### src/rtl/l1_pkg.sv
// Shared types and defaults for the L1 load-data memory controller.
// Latency: n/a (package only).
// Backpressure: n/a (package only).
// Contents: default geometry, refill FIFO entry layout {addr, data}.
package l1_pkg;

   localparam int L1_LD_WIDTH    = 32;
   localparam int L1_LD_DEPTH    = 1024;
   localparam int L1_LD_AW       = $clog2(L1_LD_DEPTH);
   localparam int L1_LD_FQ_DEPTH = 2;

   // Refill FIFO entry for the default geometry; address sits above data.
   typedef struct packed {
      logic [L1_LD_AW-1:0]    addr;
      logic [L1_LD_WIDTH-1:0] data;
   } l1_ld_fill_t;

   localparam int L1_LD_FILL_W = $bits(l1_ld_fill_t);

endpackage

### src/rtl/l1_ld_fill_fifo.sv
// Synchronous FIFO holding refill writes, with every slot exposed for address compare.
// Latency: 1 cycle push-to-head; head is combinational from storage.
// Backpressure: push ignored when full, pop ignored when empty; caller gates with full/empty.
// Ports: clk/rst_n; push/push_dat; pop; head, full, empty, count, rd_ptr, entries (slot i at [i*EW +: EW]).
module l1_ld_fill_fifo
   import l1_pkg::*;
#(
   parameter int  EW    = L1_LD_FILL_W,
   parameter int  DEPTH = L1_LD_FQ_DEPTH,
   localparam int PW    = $clog2(DEPTH),
   localparam int CW    = PW + 1
) (
   input  logic                clk,
   input  logic                rst_n,
   input  logic                push,
   input  logic [EW-1:0]       push_dat,
   input  logic                pop,
   output logic [EW-1:0]       head,
   output logic                full,
   output logic                empty,
   output logic [CW-1:0]       count,
   output logic [PW-1:0]       rd_ptr,
   output logic [DEPTH*EW-1:0] entries
);

   logic [EW-1:0] mem [DEPTH];
   logic [PW-1:0] wr_ptr;
   logic          do_push;
   logic          do_pop;

   assign full    = (count == CW'(DEPTH));
   assign empty   = (count == '0);
   assign do_push = push & ~full;
   assign do_pop  = pop & ~empty;
   assign head    = mem[rd_ptr];

   for (genvar i = 0; i < DEPTH; i++) begin : g_flat
      assign entries[i*EW +: EW] = mem[i];
   end

   // DEPTH is a power of two, so the pointers wrap naturally.
   always_ff @(posedge clk or negedge rst_n) begin
      if (!rst_n) begin
         wr_ptr <= '0;
         rd_ptr <= '0;
         count  <= '0;
         for (int i = 0; i < DEPTH; i++) begin
            mem[i] <= '0;
         end
      end else begin
         if (do_push) begin
            mem[wr_ptr] <= push_dat;
            wr_ptr      <= wr_ptr + 1'b1;
         end
         if (do_pop) begin
            rd_ptr <= rd_ptr + 1'b1;
         end
         if (do_push && !do_pop) begin
            count <= count + 1'b1;
         end else if (do_pop && !do_push) begin
            count <= count - 1'b1;
         end
      end
   end

endmodule

### src/rtl/l1_ld_mem_ctrl.sv
// Access controller in front of the L1 load-data dual-port memory wrapper, with refill write forwarding.
// Latency: read response 1 cycle after acceptance; refill written at the earliest 1 cycle after acceptance.
// Backpressure: req_rdy/fill_rdy low until the wrapper is ready; fill_rdy also low when the refill FIFO is full; no response backpressure.
// Ports: CLK/RST_N; core read req_*/resp_*; refill fill_*; wrapper mem_* read port, write port and mem_ready.
module l1_ld_mem_ctrl
   import l1_pkg::*;
#(
   parameter int  WIDTH    = L1_LD_WIDTH,
   parameter int  DEPTH    = L1_LD_DEPTH,
   parameter int  FQ_DEPTH = L1_LD_FQ_DEPTH,
   localparam int AW       = $clog2(DEPTH)
) (
   input  logic             CLK,
   input  logic             RST_N,
   input  logic             req_val,
   input  logic [AW-1:0]    req_addr,
   output logic             req_rdy,
   output logic             resp_val,
   output logic [WIDTH-1:0] resp_data,
   input  logic             fill_val,
   input  logic [AW-1:0]    fill_addr,
   input  logic [WIDTH-1:0] fill_data,
   output logic             fill_rdy,
   output logic             mem_ren,
   output logic [AW-1:0]    mem_raddr,
   input  logic [WIDTH-1:0] mem_rdata,
   output logic             mem_wen,
   output logic [AW-1:0]    mem_waddr,
   output logic [WIDTH-1:0] mem_wdata,
   input  logic             mem_ready
);

   localparam int PW = $clog2(FQ_DEPTH);
   localparam int CW = PW + 1;

   typedef struct packed {
      logic [AW-1:0]    addr;
      logic [WIDTH-1:0] data;
   } fill_t;

   localparam int EW = $bits(fill_t);

   // run is cleared asynchronously so every grant drops the instant RST_N falls,
   // regardless of what the wrapper is still reporting on mem_ready.
   logic                  run;
   logic                  live;
   logic                  accept;
   logic                  push;
   logic                  pop;
   fill_t                 push_ent;
   fill_t                 head;
   logic                  full;
   logic                  empty;
   logic [CW-1:0]         count;
   logic [PW-1:0]         rd_ptr;
   logic [FQ_DEPTH*EW-1:0] entries;

   logic                  fwd_hit_d;
   logic [WIDTH-1:0]      fwd_data_d;
   logic [PW-1:0]         slot;
   fill_t                 ent;
   logic                  fwd_hit;
   logic [WIDTH-1:0]      fwd_data;
   logic [WIDTH-1:0]      hold_data;

   assign live     = run & mem_ready;
   assign req_rdy  = live;
   assign fill_rdy = live & ~full;
   assign accept   = req_val & req_rdy;
   assign push     = fill_val & fill_rdy;
   assign pop      = live & ~empty;
   assign push_ent = '{addr: fill_addr, data: fill_data};

   assign mem_ren   = accept;
   assign mem_raddr = accept ? req_addr : '0;
   assign mem_wen   = pop;
   assign mem_waddr = pop ? head.addr : '0;
   assign mem_wdata = pop ? head.data : '0;

   l1_ld_fill_fifo #(
      .EW    (EW),
      .DEPTH (FQ_DEPTH)
   ) u_fill_fifo (
      .clk      (CLK),
      .rst_n    (RST_N),
      .push     (push),
      .push_dat (push_ent),
      .pop      (pop),
      .head     (head),
      .full     (full),
      .empty    (empty),
      .count    (count),
      .rd_ptr   (rd_ptr),
      .entries  (entries)
   );

   // Walk occupied slots oldest to youngest so the last match is the youngest.
   // The head counts even while it is being written: the SRAM read issued this
   // cycle cannot see that write. A fill pushed this cycle is not yet in the FIFO,
   // and by the time it could matter it has been written or is the head.
   always_comb begin
      fwd_hit_d  = 1'b0;
      fwd_data_d = '0;
      slot       = '0;
      ent        = '0;
      for (int k = 0; k < FQ_DEPTH; k++) begin
         slot = rd_ptr + PW'(k);
         ent  = entries[slot*EW +: EW];
         if ((CW'(k) < count) && (ent.addr == req_addr)) begin
            fwd_hit_d  = 1'b1;
            fwd_data_d = ent.data;
         end
      end
   end

   always_ff @(posedge CLK or negedge RST_N) begin
      if (!RST_N) begin
         run       <= 1'b0;
         resp_val  <= 1'b0;
         fwd_hit   <= 1'b0;
         fwd_data  <= '0;
         hold_data <= '0;
      end else begin
         run      <= 1'b1;
         resp_val <= accept;
         fwd_hit  <= accept & fwd_hit_d;
         fwd_data <= fwd_data_d;
         if (resp_val) begin
            hold_data <= resp_data;
         end
      end
   end

   // mem_rdata is only meaningful the cycle after mem_ren; otherwise replay the last response.
   assign resp_data = !resp_val ? hold_data :
                      fwd_hit   ? fwd_data  : mem_rdata;

endmodule

### config.mk
export PLATFORM = sky130hd
export DESIGN_NAME = l1_ld_mem_ctrl
export DESIGN_NICKNAME = d
export VERILOG_FILES = /design/src/rtl/l1_pkg.sv /design/src/rtl/l1_ld_fill_fifo.sv /design/src/rtl/l1_ld_mem_ctrl.sv
export SDC_FILE = /design/constraint.sdc
export NUM_CORES = 1
export LEC_CHECK = 0
export ABC_AREA = 0
export CAP_MARGIN = 15
export CORE_AREA = 2 2 139 141
export CTS_BUF_LIST = sky130_fd_sc_hd__clkbuf_8
export DETAILED_ROUTE_END_ITERATION = 10
export DIE_AREA = 0 0 141 143
export GPL_TIMING_DRIVEN = 1
export PLACE_DENSITY_LB_ADDON = 0.1
export SYNTH_ARGS = -nofsm -noshare
export SYNTH_HDL_FRONTEND = slang
export SYNTH_SLANG_ARGS = --single-unit
### constraint.sdc
create_clock -name CLK -period 2 [get_ports CLK]
set_input_delay 0.3 -clock CLK [delete_from_list [all_inputs] [get_ports CLK]]
set_output_delay 0.3 -clock CLK [all_outputs]
set_load 0.03 [all_outputs]
==> reports/results.txt <==
The tools report the cell area after layout as 0.0118 mm2. Of all cell types, the one taking the most synthesized area is sky130_fd_sc_hd__dfrtp_1. TritonCTS built the clock tree. The number of nets in the layout is 948, and the layout-stage area growth over the synthesis result is 62.0%.

The final max-slew violation count was 0; the top cell type's share of synthesized area was 0.531. The tools report the synthesized net count as 694. The worst-case clock skew is 0.0200 ns, and the final cycle utilization of the critical path is 1.16. The switching power as a share of total power is 0.371.

Combined buffer and inverter count along the critical path: 3. The worst register-to-register path ends at fwd_data[17]. After synthesis the cells add up to 0.00730 mm2. The most critical setup path has its endpoint at fwd_data[17]. The logs give 0.477 for the fraction of power consumed by combinational cells and 2 for the number of buffers on the longest clock path. In this run the worst hold path is classified as input pin to asynchronous set/reset pin.

The logs give 1434 for the number of fill cells in the layout and 2.39 ns for the data required time at the worst endpoint. Based on the critical path, the design can be clocked at up to 0.432 GHz. The total number of vias was 5721. In the post-synthesis netlist, the biggest area contributors are sky130_fd_sc_hd__dfrtp_1 (53%), sky130_fd_sc_hd__mux2_2 (13%), sky130_fd_sc_hd__mux2i_1 (11%), sky130_fd_sc_hd__a21oi_1 (4.4%), sky130_fd_sc_hd__nor2_1 (4.0%). Number of synthesized flops with an enable pin: 0. The run finished, with violations left. The fraction of registers with async set or reset after synthesis was 1.00; the HPWL reported at the end of detailed placement was 13500 um.

Tracing the worst setup path back leads to its startpoint at u_fill_fifo.rd_ptr. By startpoint and endpoint, the worst setup path is classified as register to register. The violation count after the first detailed-route iteration is 249.

The tools report the remaining number of nets flagged by the antenna check after routing as 0. The tools report the setup-violating endpoint count in the final report as 96. Cell family with the largest share of critical-path delay: flip-flops. Clock-pin slew was measured on the worst setup and hold paths at 0.09 ns. Counting the buffers created by CTS gives 17.

The number of port buffers was 177. The worst setup path is captured at a register. On the worst path, the slowest cell contributes a delay of 0.54 ns.

Setup repair after global routing could not meet its margin everywhere. The logs give 0.531 for the fraction of the yosys area taken by sequential cells and 2.70 ns for the critical path arrival. The logs give 50 for the row count and 0 for the number of failing hold endpoints at the final stage. The internal portion of the total power is 9300 uW. The run gives 0.348 as the register share of total power. The Yosys step of the flow raised 0 warnings.

The total stage count of the critical path is 9, and the post-synthesis instance total is 601. Post-synthesis area per instance: 12.1 um2. The die is 143 um tall. The count of distinct cell types in the synthesized netlist came out at 30.

Across the VDD grid, the largest voltage drop is 0.540 mV. Walking the worst path, the cells encountered are buf_6, buf_6, mux2i_4, xnor2_2, nor4_4, nand4_1, mux2i_4, buf_12, a22o_1. 178 I/O pins were placed. For the number of sinks driven by the clock tree, the log shows 155. The floorplan step defined a die boundary enclosing 0.0202 mm2. The core region is 0.0186 mm2.

The logs give 0.175 for the clock group share of total power and 0.393 for the starting density of the core. The checks that failed: setup timing. Routability-driven placement finished with a final weighted congestion of 0.778. In this run the power density over the cells is 1250 mW/mm2. The tools report the switching power total as 5500 uW. Clock tree synthesis selected as its root buffer the cell sky130_fd_sc_hd__clkbuf_8.

The number of antenna violations at the first check in global routing was 1. The share of cells above drive strength 1 is 0.514, and the length of the first detailed-routing pass in iterations is 4. After detailed routing, the average wire length per cell comes to 19.8 um.

The dominant register cell in the synthesized netlist was sky130_fd_sc_hd__dfrtp_1. On the critical path, the stage with the largest delay is an instance of sky130_fd_sc_hd__dfrtp_4. The analysis attributes to cell leakage a power of 0.00495 uW. Across the run, the number of max-cap violations was 0.

Wires add up to 21800 um. Dividing the detail-routed via count by the number of cells gives 5.19. The number of antenna cells inserted came out at 0.

In this run the critical register-to-register path is launched from u_fill_fifo.rd_ptr. The reg2reg setup slack was -0.31 ns. For the setup TNS, the log shows -17.52 ns.

Subtracting the final worst setup slack from the clock period gives 2.31 ns. The tools report the wire length of the first global-routing pass as 33100 um. The run gives 0.217 as the overall track demand over capacity in global routing. In this run the horizontal extent of the chip is 141 um. The CTS H-tree depth is 4. The number of global-route vias before repair is 6006, and the depth of the worst register-to-register path is 9.

Instance area after placement: 0.00965 mm2. The total overflow left after global routing is 0. After detailed routing, the number of remaining DRC violations is 0.

The worst-case setup margin in the final layout is -0.312 ns, and the flip-flop and latch count after synthesis is 155. The maximum net fanout on the critical path is 22. The clock latency on the worst-skew pair was 0.46 ns.

STA classifies the critical path startpoint as a register. Entering global routing, the biggest net connects 69 pins.
[layout by cell type, fill, tap and decap left out, types with 3 or more instances in the layout]
| cell | count |
|---|---|
| sky130_fd_sc_hd__clkbuf_8 | 18 |
| sky130_fd_sc_hd__buf_16 | 4 |
| sky130_fd_sc_hd__a21oi_2 | 20 |
| sky130_fd_sc_hd__mux2i_1 | 28 |
| sky130_fd_sc_hd__clkbuf_16 | 4 |
| sky130_fd_sc_hd__mux2i_4 | 38 |
| sky130_fd_sc_hd__and2_1 | 10 |
| sky130_fd_sc_hd__mux2_2 | 84 |
| sky130_fd_sc_hd__bufinv_16 | 3 |
| sky130_fd_sc_hd__a22o_1 | 32 |
| sky130_fd_sc_hd__mux2i_2 | 20 |
| sky130_fd_sc_hd__dfrtp_4 | 3 |
| sky130_fd_sc_hd__nor2_2 | 14 |
| sky130_fd_sc_hd__nor2_4 | 34 |
| sky130_fd_sc_hd__buf_6 | 61 |
| sky130_fd_sc_hd__xor2_1 | 4 |
| sky130_fd_sc_hd__inv_1 | 3 |
| sky130_fd_sc_hd__inv_6 | 6 |
| sky130_fd_sc_hd__nor2_1 | 30 |
| sky130_fd_sc_hd__buf_12 | 28 |
| sky130_fd_sc_hd__buf_4 | 86 |
| sky130_fd_sc_hd__xnor2_1 | 18 |
| sky130_fd_sc_hd__dfrtp_1 | 152 |
| sky130_fd_sc_hd__a21oi_1 | 43 |
| sky130_fd_sc_hd__clkdlybuf4s50_1 | 87 |
[layer usage]
metal / GRT usage / vias up / part of all wire
met4: 0.0653 / 2 / 0.016
met3: 0.0433 / 25 / 0.038
met2: 0.374 / 155 / 0.52
li1: - / 2654 / -
met5: 0 / - / 0.00050
met1: 0.278 / 2885 / 0.42
[area by class of cell]
cell class,count,area [um2],area share
multi-input cells,400,4130,0.349
well taps,234,293,0.0248
repair buffers,275,3050,0.258
clock buffers,18,248,0.0210
inverters,6,27.5,0.00233
flip-flops and latches,155,3890,0.329
clock inverters,14,183,0.0154
[sequential cells by signal (all words and copies together), names as in the netlist]
register,count
u_fill_fifo.rd_ptr,1
u_fill_fifo.count,2
fwd_data,32
u_fill_fifo.wr_ptr,1
fwd_hit,1
hold_data,32
u_fill_fifo.entries,84
resp_val,1
run,1
[power groups by stage]
stage / clock [uW] / combinational (uW) / sequential [uW]
global placement: 0 / 5030 / 4900
floorplan: 0 / 3580 / 4700
CTS: 2640 / 6770 / 5090
finish: 2580 / 7060 / 5150
global route: 2780 / 7470 / 5290
detailed placement: 0 / 5140 / 4970
[cells in the mapped netlist, types with 2 or more instances]
cell type                  number
sky130_fd_sc_hd__mux2i_1       82
sky130_fd_sc_hd__nand4_1        2
sky130_fd_sc_hd__nor2_1        78
sky130_fd_sc_hd__clkbuf_1      20
sky130_fd_sc_hd__nand2_1        4
sky130_fd_sc_hd__nand3_1        2
sky130_fd_sc_hd__a21oi_1       64
sky130_fd_sc_hd__mux2_2        84
sky130_fd_sc_hd__xor2_1         4
sky130_fd_sc_hd__ha_1           4
sky130_fd_sc_hd__inv_1          5
sky130_fd_sc_hd__xnor2_1       20
sky130_fd_sc_hd__and2_1        10
sky130_fd_sc_hd__dfrtp_1      155
sky130_fd_sc_hd__buf_6          7
sky130_fd_sc_hd__buf_1         11
sky130_fd_sc_hd__a22o_1        32
sky130_fd_sc_hd__mux2i_2        4
sky130_fd_sc_hd__nor4_4         2
[worst min-delay path by stage]
stage               cells after the start                 endpoint  start  slack, ns
floorplan                               0              fwd_data[0]  RST_N      0.004
global placement                        1  u_fill_fifo.entries[34]  RST_N       0.18
detailed placement                      1  u_fill_fifo.entries[34]  RST_N       0.18
CTS                                     2  u_fill_fifo.entries[34]  RST_N       0.25
global route                            2  u_fill_fifo.entries[34]  RST_N       0.28
finish                                  2  u_fill_fifo.entries[34]  RST_N       0.27
[kinds of logic (layout without fill, tap and decap cells)]
group / after synthesis / in the layout / share of synthesized area
other cells: 1 / 1 / 0.000514
simple gates: 103 / 103 / 0.0655
compound gates: 98 / 98 / 0.0840
mux: 170 / 170 / 0.250
buf+inv: 46 / 313 / 0.0333
fa+ha+maj: 4 / 4 / 0.00686
flops: 155 / 155 / 0.531
xor+xnor: 24 / 24 / 0.0288
[per-stage QoR]
stage	worst slack [ns]	util	hold slack [ns]	total power, uW	instances
floorplan	-0.0890	-	0.00441	8280	601
detailed placement	-0.357	0.519	0.182	10100	1019
global placement	-0.273	0.519	0.181	9930	1019
CTS	-0.317	0.608	0.246	14500	1092
global route	-0.389	0.636	0.277	15500	1102
finish	-0.312	0.636	0.272	14800	1102
[repair_timing]
action	in CTS	in global routing
setup buffers	32	10
endpoints found under the hold margin	23	0
cloned	8	4
resized for setup	158	86
pin swaps	36	28
hold buffers	1	0
setup endpoints to repair	107	193
Power figures use the tool's default switching activity.
